`src/rtl/sine_period_meter.sv`:
```
// sine_period_meter
// Watches an offset-binary sine stream, finds rising midscale crossings with
// hysteresis, and reports the period (in valid samples) averaged over
// 2^AVG_LOG2 periods, the signed error against a target period, a lock flag
// and a sticky timeout when no crossing is seen for 2^CNT_W-1 valid samples.

module sine_period_meter #(
    parameter int DATA_W   = 8,
    parameter int MID      = 128,
    parameter int HYST     = 8,
    parameter int CNT_W    = 16,
    parameter int AVG_LOG2 = 2
) (
    input  logic                    clk,
    input  logic                    reset,
    input  logic [DATA_W-1:0]       sample_in,
    input  logic                    sample_valid,
    input  logic [7:0]              target_period,
    output logic [CNT_W-1:0]        period_out,
    output logic                    period_valid,
    output logic signed [CNT_W:0]   error,
    output logic                    lock,
    output logic                    timeout
);

    localparam int ACC_W  = CNT_W + AVG_LOG2;
    localparam int NPER_W = AVG_LOG2 + 1;

    localparam logic [DATA_W-1:0] LO_THR     = DATA_W'(MID - HYST);
    localparam logic [DATA_W-1:0] HI_THR     = DATA_W'(MID + HYST);
    localparam logic [CNT_W-1:0]  CNT_ZERO   = {CNT_W{1'b0}};
    localparam logic [CNT_W-1:0]  CNT_ONE    = {{(CNT_W-1){1'b0}}, 1'b1};
    // cnt value one below saturation: the next non-crossing sample times out
    localparam logic [CNT_W-1:0]  CNT_LAST   = {{(CNT_W-1){1'b1}}, 1'b0};
    localparam logic [ACC_W-1:0]  ACC_ZERO   = {ACC_W{1'b0}};
    localparam logic [NPER_W-1:0] NPER_ZERO  = {NPER_W{1'b0}};
    localparam logic [NPER_W-1:0] NPER_ONE   = {{(NPER_W-1){1'b0}}, 1'b1};
    localparam logic [NPER_W-1:0] NPER_FULL  = {1'b1, {(NPER_W-1){1'b0}}};
    localparam logic [CNT_W:0]    ERR_ZERO   = {(CNT_W+1){1'b0}};
    localparam logic [CNT_W:0]    ERR_ONE    = {{CNT_W{1'b0}}, 1'b1};
    localparam logic [CNT_W:0]    ERR_NEG1   = {(CNT_W+1){1'b1}};
    localparam logic [1:0]        LOCK_ZERO  = 2'd0;
    localparam logic [1:0]        LOCK_ONE   = 2'd1;
    localparam logic [1:0]        LOCK_SAT   = 2'd2;

    typedef enum logic [0:0] {
        SEEK_LOW  = 1'b0,
        SEEK_HIGH = 1'b1
    } state_t;

    // registered state
    state_t              state_q,        state_d;
    logic                first_q,        first_d;
    logic [CNT_W-1:0]    cnt_q,          cnt_d;
    logic [ACC_W-1:0]    acc_q,          acc_d;
    logic [NPER_W-1:0]   nper_q,         nper_d;
    logic [1:0]          lock_cnt_q,     lock_cnt_d;
    logic [CNT_W-1:0]    period_q,       period_d;
    logic [CNT_W:0]      error_q,        error_d;
    logic                period_valid_q, period_valid_d;
    logic                lock_q,         lock_d;
    logic                timeout_q,      timeout_d;

    // combinational helpers
    logic                lo_hit_s;
    logic                hi_hit_s;
    logic                crossing_s;
    logic                timeout_hit_s;
    logic [CNT_W-1:0]    cnt_inc_s;
    logic [ACC_W-1:0]    acc_sum_s;
    logic [NPER_W-1:0]   nper_inc_s;
    logic                window_done_s;
    logic [CNT_W-1:0]    avg_s;
    logic [CNT_W:0]      diff_s;
    logic                in_tol_s;
    logic [1:0]          lock_cnt_inc_s;

    // Crossing detection, interval arithmetic and result preparation
    always_comb begin
        lo_hit_s       = (sample_in <= LO_THR);
        hi_hit_s       = (sample_in >= HI_THR);
        crossing_s     = sample_valid && (state_q == SEEK_HIGH) && hi_hit_s;
        cnt_inc_s      = cnt_q + CNT_ONE;
        // a crossing always wins over saturation on the same sample
        timeout_hit_s  = sample_valid && !crossing_s && (cnt_q == CNT_LAST);
        // interval = cnt + 1, which is exactly cnt_inc_s
        acc_sum_s      = acc_q + ACC_W'(cnt_inc_s);
        nper_inc_s     = nper_q + NPER_ONE;
        window_done_s  = crossing_s && !first_q && (nper_inc_s == NPER_FULL);
        avg_s          = acc_sum_s[ACC_W-1:AVG_LOG2];
        diff_s         = {1'b0, avg_s} - (CNT_W+1)'(target_period);
        in_tol_s       = (diff_s == ERR_ZERO) || (diff_s == ERR_ONE) ||
                         (diff_s == ERR_NEG1);
        if (lock_cnt_q == LOCK_SAT) begin
            lock_cnt_inc_s = LOCK_SAT;
        end else begin
            lock_cnt_inc_s = lock_cnt_q + LOCK_ONE;
        end
    end

    // Next-state logic for the crossing FSM, averaging window, lock and timeout
    always_comb begin
        state_d        = state_q;
        first_d        = first_q;
        cnt_d          = cnt_q;
        acc_d          = acc_q;
        nper_d         = nper_q;
        lock_cnt_d     = lock_cnt_q;
        period_d       = period_q;
        error_d        = error_q;
        period_valid_d = 1'b0;
        lock_d         = lock_q;
        timeout_d      = timeout_q;

        if (sample_valid) begin
            if (crossing_s) begin
                state_d   = SEEK_LOW;
                cnt_d     = CNT_ZERO;
                timeout_d = 1'b0;
                if (first_q) begin
                    // first crossing only anchors the interval measurement
                    first_d = 1'b0;
                end else if (window_done_s) begin
                    acc_d          = ACC_ZERO;
                    nper_d         = NPER_ZERO;
                    period_d       = avg_s;
                    error_d        = diff_s;
                    period_valid_d = 1'b1;
                    if (in_tol_s) begin
                        lock_cnt_d = lock_cnt_inc_s;
                        lock_d     = (lock_cnt_inc_s == LOCK_SAT);
                    end else begin
                        lock_cnt_d = LOCK_ZERO;
                        lock_d     = 1'b0;
                    end
                end else begin
                    acc_d  = acc_sum_s;
                    nper_d = nper_inc_s;
                end
            end else if (timeout_hit_s) begin
                // lost signal: restart measurement, keep last result visible
                state_d    = SEEK_LOW;
                first_d    = 1'b1;
                cnt_d      = CNT_ZERO;
                acc_d      = ACC_ZERO;
                nper_d     = NPER_ZERO;
                lock_cnt_d = LOCK_ZERO;
                lock_d     = 1'b0;
                timeout_d  = 1'b1;
            end else begin
                cnt_d = cnt_inc_s;
                case (state_q)
                    SEEK_LOW: begin
                        if (lo_hit_s) begin
                            state_d = SEEK_HIGH;
                        end else begin
                            state_d = SEEK_LOW;
                        end
                    end
                    SEEK_HIGH: begin
                        state_d = SEEK_HIGH;
                    end
                    default: begin
                        state_d = SEEK_LOW;
                    end
                endcase
            end
        end else begin
            // invalid cycle: hold everything, period_valid already cleared
            state_d = state_q;
        end
    end

    // State and output registers with synchronous active-low reset
    always_ff @(posedge clk) begin
        if (!reset) begin
            state_q        <= SEEK_LOW;
            first_q        <= 1'b1;
            cnt_q          <= CNT_ZERO;
            acc_q          <= ACC_ZERO;
            nper_q         <= NPER_ZERO;
            lock_cnt_q     <= LOCK_ZERO;
            period_q       <= CNT_ZERO;
            error_q        <= ERR_ZERO;
            period_valid_q <= 1'b0;
            lock_q         <= 1'b0;
            timeout_q      <= 1'b0;
        end else begin
            state_q        <= state_d;
            first_q        <= first_d;
            cnt_q          <= cnt_d;
            acc_q          <= acc_d;
            nper_q         <= nper_d;
            lock_cnt_q     <= lock_cnt_d;
            period_q       <= period_d;
            error_q        <= error_d;
            period_valid_q <= period_valid_d;
            lock_q         <= lock_d;
            timeout_q      <= timeout_d;
        end
    end

    assign period_out   = period_q;
    assign error        = error_q;
    assign period_valid = period_valid_q;
    assign lock         = lock_q;
    assign timeout      = timeout_q;

    sine_period_meter_chk #(
        .CNT_W (CNT_W)
    ) u_chk (
        .clk          (clk),
        .reset        (reset),
        .period_valid (period_valid_q),
        .timeout      (timeout_q),
        .lock         (lock_q),
        .error        (error_q)
    );

endmodule

// Output invariants of sine_period_meter
module sine_period_meter_chk #(
    parameter int CNT_W = 16
) (
    input logic           clk,
    input logic           reset,
    input logic           period_valid,
    input logic           timeout,
    input logic           lock,
    input logic [CNT_W:0] error
);

    // a result is produced by a crossing, which always clears timeout
    a_pv_no_timeout: assert property (@(posedge clk) disable iff (!reset)
        period_valid |-> !timeout);

    // results need several crossings, so pulses never run back to back
    a_pv_single: assert property (@(posedge clk) disable iff (!reset)
        period_valid |=> !period_valid);

    // lock is only ever held with an in-tolerance error
    a_lock_tol: assert property (@(posedge clk) disable iff (!reset)
        lock |-> ((error == {(CNT_W+1){1'b0}}) ||
                  (error == {{CNT_W{1'b0}}, 1'b1}) ||
                  (error == {(CNT_W+1){1'b1}})));

endmodule

```
`config.mk`:
```
export PLATFORM = sky130hd
export DESIGN_NAME = sine_period_meter
export DESIGN_NICKNAME = d
export VERILOG_FILES = /design/src/rtl/sine_period_meter.sv
export SDC_FILE = /design/constraint.sdc
export NUM_CORES = 1
export LEC_CHECK = 0
export CAP_MARGIN = 20
export CORE_ASPECT_RATIO = 0.9
export CORE_UTILIZATION = 30
export CTS_CLUSTER_DIAMETER = 60
export DETAILED_ROUTE_END_ITERATION = 16
export PLACE_DENSITY = 0.56
export SLEW_MARGIN = 20
export SYNTH_ARGS = -nofsm -noshare
export SYNTH_HDL_FRONTEND = slang
export SYNTH_SLANG_ARGS = --single-unit
```
`constraint.sdc`:
```
create_clock -name clk -period 9.9 [get_ports clk]
set_input_delay 1.98 -clock clk [delete_from_list [all_inputs] [get_ports clk]]
set_output_delay 1.98 -clock clk [all_outputs]
set_load 0.01 [all_outputs]
```
==> results of run 1 <==
-- layout make-up --
| class | instances | share of cell area [%] |
|---|---|---|
| clock inverter | 4 | 1.72 |
| timing repair buffer | 58 | 10.0 |
| inverter | 19 | 1.25 |
| multi-input combinational | 464 | 51.6 |
| clock buffer | 11 | 4.27 |
| sequential | 76 | 26.8 |
| tap | 198 | 4.36 |
-- metal layers --
layer	GRT usage, %	share of wire (%)	vias up
met4	7.83	2.7	0
met5	0	0	-
met3	2.79	3.7	20
met1	20.7	47	1998
met2	26.0	46	90
li1	-	-	2163
-- state kept, by name, indices dropped and copies added, names as in the netlist --
name          count
cnt_q            16
period_out       16
timeout           1
state_q           1
error            17
lock_cnt_q        2
period_valid      1
first_q           1
nper_q            3
acc_q            18
-- through the flow --
step / power (mW) / worst slack, ns / util (%) / instances
4_1_cts: 0.732 / 4.87 / 38.2 / 830
3_5_place_dp: 0.351 / 4.53 / 35.9 / 815
3_3_place_gp: 0.350 / 4.75 / 35.9 / 815
2_1_floorplan: 0.336 / 5.83 / - / 587
5_1_grt: 0.747 / 4.50 / 38.2 / 830
6_report: 0.721 / 4.83 / 38.2 / 830
-- placed cells by master (no fill, tap or decap), drive strengths merged, types with 3 or more instances in the layout --
master	count
a211o	4
a211oi	9
a21o	11
a21oi	63
a22oi	15
a31oi	3
and2	5
and3	3
buf	4
bufinv	3
clkbuf	11
clkdlybuf4s50	54
dfxtp	76
ha	30
inv	19
nand2	72
nand2b	14
nand3	24
nand4	6
nor2	74
nor2b	4
nor3	10
nor3b	3
nor4	4
o2111ai	3
o211ai	3
o21a	5
o21ai	20
or3	6
xnor2	25
xor2	14
-- critical path: cells and delay by family --
family | cells | cell delay [ns]
and+or+nand+nor | 4 | 1.96
AOI/OAI and AO/OA | 2 | 0.28
buffers and inverters | 1 | 1.10
-- worst min-delay path by stage --
stage,cells after the start,from,slack (ns),endpoint
2_1_floorplan,2,lock_cnt_q[0],0.44,lock_cnt_q[0]
3_3_place_gp,2,error[3],0.45,error[3]
3_5_place_dp,2,error[3],0.45,error[3]
4_1_cts,2,error[3],0.46,error[3]
5_1_grt,2,error[15],0.47,error[15]
6_report,2,error[3],0.46,error[3]
-- logic make-up (layout without fill, tap and decap cells) --
kind of cell | count (synthesis) | count (layout) | share of synthesized area, %
xor+xnor | 39 | 39 | 7.53
compound gates | 156 | 156 | 22.6
flops | 76 | 76 | 32.8
fa+ha+maj | 32 | 32 | 8.97
buf+inv | 47 | 92 | 3.86
mux | 2 | 2 | 0.459
simple gates | 235 | 235 | 23.7
-- report_power, final --
| group | total [mW] | internal [mW] | switching, mW | leakage (nW) |
|---|---|---|---|---|
| logic | 0.0353 | 0.0152 | 0.0201 | 1.44 |
| registers | 0.309 | 0.307 | 0.00167 | 0.612 |
| clock network | 0.377 | 0.252 | 0.125 | 0.162 |
| total | 0.721 | 0.574 | 0.147 | 2.22 |
==> impl_metrics.json, run 1 <==
{
  "clk_path_buf_depth": 2,
  "grt_overflow": 0,
  "cts_buffers": 9,
  "vias": 4271,
  "gp_congestion": 0.843,
  "cp_common_cell": "nor2_1",
  "dp_hpwl_um": 9320,
  "synthCells": 587,
  "crit_path_end": "lock_cnt_q[1]",
  "grt_pass1_wl_um": 20300,
  "cts_resized": 0,
  "maxCapViolations": 0,
  "via_per_inst": 5.15,
  "yosys.area.top_type": "dfxtp_1",
  "synth_fp_nets": 638,
  "relSlewSlack_pct": 35.4,
  "p_leak_nw": 2.22,
  "synth_top_area_share_pct": 32.8,
  "netlist_top_cells_area": "dfxtp_1 33%, ha_1 8.1%, a21oi_1 6.8%, nor2_1 6.0%, nand2_1 5.8%",
  "syn_to_final_growth_pct": 22.7,
  "synthDistinctLibCells": 65,
  "powerDensity_nw_per_um2": 127,
  "fin_setup_tns_ns": 0,
  "diodes": 0,
  "worstSetupPathType": "primary input to register",
  "cts_num_sinks": 76,
  "clkLatencyLatePin_ns": 0.34,
  "drc": 0,
  "cts_tree": "built",
  "ys_seq_area_share_pct": 32.8,
  "stdcell_area_um2": 5680,
  "grt_pass1_vias": 4071,
  "path_max_fanout": 31,
  "start_util_pct": 31.2,
  "synth_top_flop_cell": "dfxtp_1",
  "end_kind": "register",
  "setup_violations": 0,
  "port_buffers": 54,
  "multiInputGateArea_um2": 2930,
  "grt_max_degree": 70,
  "synthArstFlopShare_pct": 0,
  "dieHeight_um": 120,
  "wirelength_um": 12400,
  "first_pass_iters": 5,
  "crit_required_ns": 10.16,
  "r2r_cells": 17,
  "hold_path.class": "register to register",
  "regArea_um2": 1520,
  "startpoint_type": "primary input",
  "cts_root_buffer": "clkbuf_16",
  "worstSetupStartpoint": "sample_valid",
  "syn_avg_cell_area_um2": 7.89,
  "holdWs_ns": 0.456,
  "fill_cells": 1524,
  "cts_setup_buffers": 0,
  "fp.dieW_um": 133,
  "rsz0062_at_grt": "false",
  "drv_slew": 0,
  "synth_edf_count": 0,
  "arrival_ns": 5.33,
  "antenna_found_initial": 0,
  "fin_skew_ns": 0.00519,
  "fmax_mhz": 197,
  "cts_hold_buffers": 0,
  "status": "finished, final reports clean",
  "drt-initial-drc-count": 277,
  "wl_per_cell_um": 15.0,
  "synth_area_um2": 4630,
  "die-area_um2": 15900,
  "dpl_cell_area_um2": 5340,
  "period_share_pct": 51.2,
  "drtAntennaViolNets": 0,
  "coreArea_um2": 14900,
  "peakVddDrop_uv": 67.6,
  "r2r-start": "cnt_q[0]",
  "path_clk_slew_ns": 0.06,
  "hold_viol": 0,
  "r2r_slack_ns": 5.25,
  "ys_ff_latch": 76,
  "crit_slowest_cell": "clkdlybuf4s50_1",
  "synth_warnings": 0,
  "num_rows": 42,
  "layout.nets": 679,
  "tightest_slew_ns": 0.966,
  "max_stage_delay_ns": 1.10,
  "track_usage_pct": 16.1,
  "synth.most_common_cell": "dfxtp_1",
  "synth_common_cells": "76 x dfxtp_1, 74 x nor2_1, 72 x nand2_1",
  "io_pins": 55,
  "r2r-end": "error[13]",
  "crit_chain": "clkdlybuf4s50_1, nand4_1, nor2_1, nand2_1, nor2_1, a32oi_1, o21ai_0",
  "cts_htree_levels": 3,
  "final_period_minus_worst_setup_slack_ns": 5.07,
  "drive_gt1_share_pct": 5.54
}
No activity file was read; power rests on OpenSTA's default activity.
==> run 2, diff against run 1 <==
==> constraint.sdc (replaced) <==
create_clock -name clk -period 5.2 [get_ports clk]
set_input_delay 1.04 -clock clk [delete_from_list [all_inputs] [get_ports clk]]
set_output_delay 1.04 -clock clk [all_outputs]
set_load 0.01 [all_outputs]
==> impl_metrics.json, run 2 (synthesized netlist as in run 1, its figures left out) <==
{
  "io_pins": 55,
  "startpoint_type": "register",
  "drt-initial-drc-count": 258,
  "final_common_cell": "dfxtp_1",
  "drtAntennaViolNets": 0,
  "cts_htree_levels": 3,
  "relSlewSlack_pct": 47.6,
  "cts_buffers": 9,
  "hold_path.class": "register to register",
  "first_pass_iters": 4,
  "tightest_slew_ns": 0.780,
  "maxCapViolations": 0,
  "dieHeight_um": 120,
  "fmax_mhz": 220,
  "crit_required_ns": 5.43,
  "grt_max_degree": 46,
  "cts_num_sinks": 76,
  "via_per_inst": 5.20,
  "clk_path_buf_depth": 2,
  "antenna_found_initial": 0,
  "fill_cells": 1502,
  "num_rows": 42,
  "holdWs_ns": 0.455,
  "final_period_minus_worst_setup_slack_ns": 4.54,
  "dp_cells": 817,
  "end_kind": "register",
  "drive_gt1_share_pct": 6.14,
  "start_util_pct": 31.2,
  "p_leak_nw": 2.22,
  "cts_resized": 0,
  "fin_setup_tns_ns": 0,
  "fin_skew_ns": 0.00716,
  "drc": 0,
  "cts_tree": "built",
  "layout.nets": 681,
  "fin_util_pct": 38.1,
  "wl_per_cell_um": 15.0,
  "diodes": 0,
  "drv_slew": 0,
  "setup_violations": 0,
  "grt_overflow": 0,
  "cts_setup_buffers": 0,
  "path_clk_slew_ns": 0.06,
  "wirelength_um": 12500,
  "fin_cells": 833,
  "largest_reg_flops": 18,
  "die-area_um2": 15900,
  "peakVddDrop_uv": 142,
  "vias": 4335,
  "gp_congestion": 0.864,
  "rsz0062_at_grt": "false",
  "grt_pass1_wl_um": 20900,
  "hold_viol": 0,
  "final_cell_mix": "76 x dfxtp_1, 74 x nor2_1, 72 x nand2_1, 63 x a21oi_1, 54 x clkdlybuf4s50_1",
  "port_buffers": 54,
  "grt_pass1_vias": 4149,
  "period_share_pct": 87.3,
  "arrival_ns": 4.77,
  "worstSetupPathType": "register to register",
  "syn_to_final_growth_pct": 22.2,
  "fp.dieW_um": 133,
  "path_max_fanout": 5,
  "clkLatencyLatePin_ns": 0.35,
  "cts_root_buffer": "clkbuf_16",
  "cts_hold_buffers": 0,
  "status": "finished, final reports clean",
  "p_total_mw": 1.30,
  "powerDensity_nw_per_um2": 229,
  "dp_hpwl_um": 9430,
  "coreArea_um2": 14900,
  "top_register": "acc_q",
  "track_usage_pct": 16.7
}
## run 2: worst paths after layout
path	startpoint	to	cells after the start	slack (ns)
worst max-delay path	cnt_q[0]	lock_cnt_q[0]	17	0.66
worst min-delay path	period_out[11]	period_out[11]	2	0.45
worst max register to register	cnt_q[0]	lock_cnt_q[0]	17	0.66
worst min register to register	period_out[11]	period_out[11]	2	0.45
## run 2: layer usage
| layer | vias to the layer above | track usage, % | routed length [um] | share of wire, % |
|---|---|---|---|---|
| li1 | 2168 | - | - | - |
| met1 | 2038 | 21.9 | 6040 | 48 |
| met2 | 107 | 26.6 | 5570 | 44 |
| met3 | 22 | 2.37 | 547 | 4.4 |
| met4 | 0 | 8.69 | 370 | 3.0 |
| met5 | - | 0 | 0 | 0 |
## run 2: area by class of cell
cell class	instances	area (um2)	area share (%)
Sequential cell	76	1520	26.9
Clock buffer	11	253	4.46
Timing Repair Buffer	60	586	10.3
Tap cell	198	248	4.38
Inverter	19	71.3	1.26
Multi-Input combinational cell	464	2930	51.8
Clock inverter	5	50.0	0.884
## run 2: metrics by stage
| step | worst slack (ns) | instance area [um2] |
|---|---|---|
| after CTS | 0.740 | 5660 |
| final | 0.662 | 5660 |
| after detailed placement | 0.768 | 5360 |
| after global placement | 0.830 | 5360 |
| after global routing | 0.292 | 5660 |
| after floorplan | 1.40 | 4630 |
## run 2: where the power goes
group / internal (mW) / switching, mW
Clock: 0.394 / 0.246
Sequential: 0.585 / 0.00278
Combinational: 0.0294 / 0.0391
Total: 1.01 / 0.288
## run 2: worst max-delay path, stage by stage (launching register included)
cell	delay, ns
dfxtp_1	0.40
inv_1	0.10
ha_1	0.28
inv_1	0.08
fa_1	0.48
a211oi_2	0.30
o21ai_0	0.17
xor2_1	0.45
ha_1	0.38
o21a_1	0.13
o31a_1	0.12
o311ai_1	0.30
a21oi_1	0.22
nor2_1	0.23
nand2_1	0.16
nor4bb_1	0.19
o31ai_1	0.28
o21ai_0	0.13
